File: config.mk
export PLATFORM = sky130hd
export DESIGN_NAME = pc_branch_unit_flat
export DESIGN_NICKNAME = d
export VERILOG_FILES = /design/src/rtl/pc_branch_unit_if.sv /design/src/rtl/pc_branch_unit.sv /design/src/flat_wrapper.sv
export SDC_FILE = /design/constraint.sdc
export NUM_CORES = 1
export LEC_CHECK = 0
export CAP_MARGIN = 5
export CORE_UTILIZATION = 40
export DETAILED_ROUTE_END_ITERATION = 16
export DONT_BUFFER_PORTS = 1
export PLACE_DENSITY = 0.57
export RECOVER_POWER = 50
export SLEW_MARGIN = 0
export SYNTH_ARGS = -nofsm -noshare
export SYNTH_HDL_FRONTEND = slang
export SYNTH_SLANG_ARGS = --single-unit
File: constraint.sdc
create_clock -name clk -period 1.2 [get_ports clk]
set_clock_uncertainty 0.05 [all_clocks]
set_input_delay 0.24 -clock clk [delete_from_list [all_inputs] [get_ports clk]]
set_output_delay 0.24 -clock clk [all_outputs]
set_load 0.05 [all_outputs]
File: src/rtl/pc_branch_unit_if.sv
// Fetch-side bundle for pc_branch_unit: control, jump fields and ALU flags in,
// fetch address and status out.
interface pc_branch_unit_if #(
    parameter int unsigned PC_WIDTH = 4
);
    logic                run_en_dummy_unused;
    logic                en;
    logic                jmp_en;
    logic [2:0]          jmp_cond;
    logic [PC_WIDTH-1:0] jmp_addr;
    logic                flags_we;
    logic                alu_z;
    logic                alu_n;
    logic                alu_c;
    logic [PC_WIDTH-1:0] pc_out;
    logic [2:0]          flags_out;
    logic                taken;
    logic                halted;

    modport master (
        output en, jmp_en, jmp_cond, jmp_addr, flags_we, alu_z, alu_n, alu_c,
        input  pc_out, flags_out, taken, halted
    );

    modport slave (
        input  en, jmp_en, jmp_cond, jmp_addr, flags_we, alu_z, alu_n, alu_c,
        output pc_out, flags_out, taken, halted
    );
endinterface

File: src/rtl/pc_branch_unit.sv
// Program counter with registered ALU flags, conditional jump resolution and
// an optional HALT state after the last instruction address.
module pc_branch_unit #(
    parameter int unsigned PC_WIDTH    = 4,
    parameter bit          HALT_AT_END = 1'b1
) (
    input logic             clk,
    input logic             rst,
    pc_branch_unit_if.slave bus
);
    typedef enum logic {
        ST_RUN  = 1'b0,
        ST_HALT = 1'b1
    } state_t;

    state_t              state_q, state_d;
    logic [PC_WIDTH-1:0] pc_q, pc_d;
    logic [2:0]          flags_q, flags_d;
    logic                flag_z, flag_n, flag_c;
    logic                cond_true;
    logic                take;
    logic                pc_last;

    assign {flag_z, flag_n, flag_c} = flags_q;
    assign pc_last                  = (pc_q == '1);

    // Conditions look only at the registered flags, never this cycle's ALU result.
    always_comb begin
        cond_true = 1'b0;
        case (bus.jmp_cond)
            3'b000:  cond_true = 1'b1;
            3'b001:  cond_true = flag_z;
            3'b010:  cond_true = ~flag_z;
            3'b011:  cond_true = ~flag_n & ~flag_z;
            3'b100:  cond_true = ~flag_n;
            3'b101:  cond_true = flag_n;
            3'b110:  cond_true = flag_n | flag_z;
            3'b111:  cond_true = flag_c;
            default: cond_true = 1'b0;
        endcase
    end

    assign take = bus.en & bus.jmp_en & cond_true & (state_q == ST_RUN);

    always_comb begin
        state_d = state_q;
        pc_d    = pc_q;
        flags_d = flags_q;
        if (state_q == ST_RUN && bus.en) begin
            if (take) begin
                pc_d = bus.jmp_addr;
            end else if (pc_last && HALT_AT_END) begin
                state_d = ST_HALT;
            end else begin
                pc_d = pc_q + PC_WIDTH'(1);
            end
            if (bus.flags_we) begin
                flags_d = {bus.alu_z, bus.alu_n, bus.alu_c};
            end
        end
    end

    always_ff @(posedge clk) begin
        if (rst) begin
            state_q <= ST_RUN;
            pc_q    <= '0;
            flags_q <= '0;
        end else begin
            state_q <= state_d;
            pc_q    <= pc_d;
            flags_q <= flags_d;
        end
    end

    assign bus.pc_out    = pc_q;
    assign bus.flags_out = flags_q;
    assign bus.taken     = take;
    assign bus.halted    = (state_q == ST_HALT);
endmodule
File: src/flat_wrapper.sv
// flat-port wrapper written by rule: the top's interface ports become plain ports
module pc_branch_unit_flat 
#(
    parameter int unsigned PC_WIDTH    = 4,
    parameter bit          HALT_AT_END = 1'b1
)
  (clk, rst, bus_en, bus_jmp_en, bus_jmp_cond, bus_jmp_addr, bus_flags_we, bus_alu_z, bus_alu_n, bus_alu_c, bus_pc_out, bus_flags_out, bus_taken, bus_halted);
  pc_branch_unit_if #(.PC_WIDTH(PC_WIDTH)) bus_i ();
  input logic clk;
  input logic rst;
  input wire logic [$bits(bus_i.en)-1:0] bus_en;
  input wire logic [$bits(bus_i.jmp_en)-1:0] bus_jmp_en;
  input wire logic [$bits(bus_i.jmp_cond)-1:0] bus_jmp_cond;
  input wire logic [$bits(bus_i.jmp_addr)-1:0] bus_jmp_addr;
  input wire logic [$bits(bus_i.flags_we)-1:0] bus_flags_we;
  input wire logic [$bits(bus_i.alu_z)-1:0] bus_alu_z;
  input wire logic [$bits(bus_i.alu_n)-1:0] bus_alu_n;
  input wire logic [$bits(bus_i.alu_c)-1:0] bus_alu_c;
  output wire logic [$bits(bus_i.pc_out)-1:0] bus_pc_out;
  output wire logic [$bits(bus_i.flags_out)-1:0] bus_flags_out;
  output wire logic [$bits(bus_i.taken)-1:0] bus_taken;
  output wire logic [$bits(bus_i.halted)-1:0] bus_halted;
  assign bus_i.en = bus_en;
  assign bus_i.jmp_en = bus_jmp_en;
  assign bus_i.jmp_cond = bus_jmp_cond;
  assign bus_i.jmp_addr = bus_jmp_addr;
  assign bus_i.flags_we = bus_flags_we;
  assign bus_i.alu_z = bus_alu_z;
  assign bus_i.alu_n = bus_alu_n;
  assign bus_i.alu_c = bus_alu_c;
  assign bus_pc_out = bus_i.pc_out;
  assign bus_flags_out = bus_i.flags_out;
  assign bus_taken = bus_i.taken;
  assign bus_halted = bus_i.halted;
  pc_branch_unit #(.PC_WIDTH(PC_WIDTH), .HALT_AT_END(HALT_AT_END)) u_core (.clk(clk), .rst(rst), .bus(bus_i));
endmodule
==> results.md <==
| Parameter | Value |
| --- | --- |
| Run status | complete, but fails checks |
| Failing checks | setup timing |
| Data arrival time of the critical path | 1.37 ns |
| Routed via count | 590 |
| RSZ-0062 raised after global routing | yes |
| Syn Std Cell Area | 533 sq um |
| Timing-limited maximum frequency | 0.601 GHz |
| Final cell utilization of the core | 70.8% |
| Critical Path Fanout Max | 4 |
| Total half-perimeter wirelength after legalization and detailed placement | 1220 microns |
| Post-synth net total | 77 |
| Overall global routing resource usage | 26.4% |
| Total congestion overflow | 0 |
| Clk Latency, worst-skew pair | 0.26 ns |
| Reg2Reg Setup Slack | -0.33 ns |
| Drt first pass iters | 4 |
| Slew at the pin closest to its max-slew limit | 0.340 ns |
| Cell chain of the critical path | nand4b_1, nand4_4, a41oi_2, nand2_2, clkinv_4 |
| Site Rows | 12 |
| Post-synthesis adder-cell area fraction | 2.35% |
| Pwr Density | 988 nW/um^2 |
| Mean instance size in the synthesized netlist | 8.74 sq um |
| Least setup slack across all paths after layout | -0.464 ns |
| Final worst hold slack | 0.0208 ns |
| Yosys reg bits | 8 |
| Clock input transition at the sequential cells of the worst setup and hold paths | 0.06 ns |
| Max Root-Sink Buffers | 2 |
| Gpl congestion | 0.846 |
| Fraction of layout instances using a drive strength above 1 | 59.8% |
| EDFF count, synth | 0 |
| Shortest clock period the worst path allows after layout | 1.66 ns |
| Share of the yosys chip area belonging to registers | 30.0% |
| Max-capacitance violation count | 0 |
| Top_reg_cell synth | sky130_fd_sc_hd__dfxtp_1 |
| Total routed wirelength | 1660 microns |
| Type of the worst setup path | flop to output port |
| Share of synthesized flip-flops with an asynchronous set or reset | 0% |
| Average vias per placed instance | 6.15 |
| Initial cell density of the core | 45.5% |
| Worst hold path class | input pin to flop |
| Worst Setup EP | bus_taken |
| Antenna violations before repair | 0 |
| Share of synthesized cell area in and, or, nand and nor gates | 30.5% |
| Core area | 1170 sq um |
| CP max stage cell | sky130_fd_sc_hd__dfxtp_4 |
| R2r worst-path depth | 6 |
| Multiplexer area fraction after synthesis | 1.88% |
| I/O pin count | 24 |
| P_leak | 0.312 nW |
| Full die area | 1480 sq um |
| Count of final max-slew check failures | 0 |
| Port Buffers | 0 |
| Cell chosen for the clock root | sky130_fd_sc_hd__clkbuf_4 |
| Signed area change from the synthesized netlist to the final layout | 55.6% |
| Number of CTS-inserted buffers | 3 |
| Placed Instances | 88 |
| CTS tree | yes |
| Storage element area | 183 sq um |
| Number of nets in the finished design | 99 |
| Die X | 38.5 microns |
| Die span in y | 38.5 microns |
| Minimum setup slack after placement | -0.338 ns |
| Combinational family with the most area after synthesis | simple AND/OR/NAND/NOR gates |
| First-pass GRT wire length | 2550 microns |
| Crit-path max cell delay | 0.36 ns |
| Vias in the first global route | 559 |
| Post-Synthesis Cells | 61 |
| Kind of launch point of the worst setup path | flop |
| Synth warnings | 0 |
| Ratio of final minimum period to clock period | 139% |
| Final hold vios | 0 |
| Fraction of post-synthesis cell area in the top cell type by area | 30.0% |
| Worst flop-to-flop path endpoint | u_core.bus.pc_out[2] |
| Beginning of the worst register-to-register path | u_core.bus.flags_out[0] |
| Drt first-iter violations | 17 |
| Total area of multi-input combinational cells | 423 sq um |
| Antenna Cells | 0 |
| Count of nets left with antenna violations after detail routing | 0 |
| Synth cell types | 33 |
| Cell accounting for the most synthesized area | sky130_fd_sc_hd__dfxtp_1 |
| Largest net degree at the start of global routing | 10 |
| Post-synthesis compound-gate area fraction | 28.6% |
| Worst-case headroom to the max-slew limit | 77.3% |
| Remaining routing DRC violations | 0 |
| Origin of the worst setup path | u_core.bus.flags_out[0] |
| Peak ir drop on the vdd network | 778 uV |
| Endpoint required time on the critical path | 0.91 ns |
| Final Non-Filler Cells | 96 |
| Detail-routed net length per standard cell | 17.3 microns |
| H-tree depth reported by CTS | 1 |
| XOR/XNOR Fraction of Synth Area | 1.64% |
| Setup tns final | -1.77 ns |
| Leading cell types by total area after synthesis | sky130_fd_sc_hd__dfxtp_1 (30%), sky130_fd_sc_hd__nand2_1 (4.9%), sky130_fd_sc_hd__a21oi_1 (4.7%), sky130_fd_sc_hd__nand3_1 (4.7%), sky130_fd_sc_hd__a211oi_1 (4.2%) |
| Filler cell count in the final layout | 88 |
| Hold Path Stages | 1 |
| Final-report setup violation count | 6 |
| Clock Sinks | 8 |
| Sort of element at the end of the critical path | output port |
what timing repair did:
action                                 CTS  global route
setup endpoints to repair               10             9
gates resized for setup                 11             8
hold buffers                             1             0
buffers inserted                         1             4
pin swaps                                1             2
endpoints found under the hold margin    7             0
metal layers:
layer / wire length [microns] / GRT usage [%]
met4: 29 / 10.3
met1: 709 / 31.7
met3: 111 / 8.14
met5: 0 / 0
met2: 811 / 43.3
cell type report:
| class | count | share of cell area [%] |
|---|---|---|
| flip-flops and latches | 8 | 22.0 |
| well taps | 14 | 2.11 |
| repair buffers | 19 | 19.8 |
| clock buffers | 4 | 3.17 |
| multi-input cells | 48 | 51.0 |
| inverters | 3 | 1.96 |
worst min-delay path by stage:
stage / start / to / slack [ns]
floorplan: bus_alu_c / u_core.bus.flags_out[0] / 0.33
global placement: rst / u_core.bus.flags_out[0] / 0.25
detailed placement: rst / u_core.bus.flags_out[1] / 0.25
CTS: rst / u_core.bus.pc_out[2] / 0.02
global route: rst / u_core.bus.pc_out[2] / 0.01
finish: rst / u_core.bus.pc_out[2] / 0.02
stage by stage:
| stage | area [sq um] | total power, W |
|---|---|---|
| 6_report | 830 | 0.000820 |
| 5_1_grt | 830 | 0.000859 |
| 4_1_cts | 791 | 0.000802 |
| 3_5_place_dp | 689 | 0.000544 |
| 3_3_place_gp | 689 | 0.000532 |
| 2_1_floorplan | 574 | 0.000478 |
cells in the mapped netlist, drive strengths merged (2+ instances only):
library cell / count
nand3: 5
buf: 2
inv: 3
o21ai: 2
a211oi: 4
a21oi: 5
nor3: 2
nor2b: 2
nand2: 8
nand4b: 2
dfxtp: 8
sequential cells by signal, summed over array words and instances, names as in the netlist:
register / count
u_core.bus.halted: 1
u_core.bus.flags_out: 3
u_core.bus.pc_out: 4
layout by cell type, fill, tap and decap left out, types with 2 or more instances in the layout:
master	n
sky130_fd_sc_hd__dfxtp_4	5
sky130_fd_sc_hd__a21oi_1	5
sky130_fd_sc_hd__nand4b_1	2
sky130_fd_sc_hd__buf_4	11
sky130_fd_sc_hd__buf_6	3
sky130_fd_sc_hd__clkbuf_4	6
sky130_fd_sc_hd__nand2_1	7
sky130_fd_sc_hd__nand3_1	4
sky130_fd_sc_hd__nor2b_4	2
sky130_fd_sc_hd__nor3_2	2
sky130_fd_sc_hd__dfxtp_2	3
sky130_fd_sc_hd__a211oi_2	4
worst max-delay path, delay by kind of cell (launching register included):
family | cells | cell delay (ns)
flops | 1 | 0.36
simple gates | 3 | 0.41
compound gates | 1 | 0.21
buf+inv | 1 | 0.13
power by group:
group / switching (W) / internal [W]
clock: 0.000105 / 0.000128
combinational: 0.000166 / 0.000118
sequential: 0.0000196 / 0.000283
cell families (layout without fill, tap and decap cells):
logic type	after synthesis	in the layout
xor+xnor	1	1
fa+ha+maj	1	1
compound gates	18	18
simple gates	27	27
mux	1	1
flops	8	8
buf+inv	5	26
Note: power is estimated with default switching activity, not from simulation.
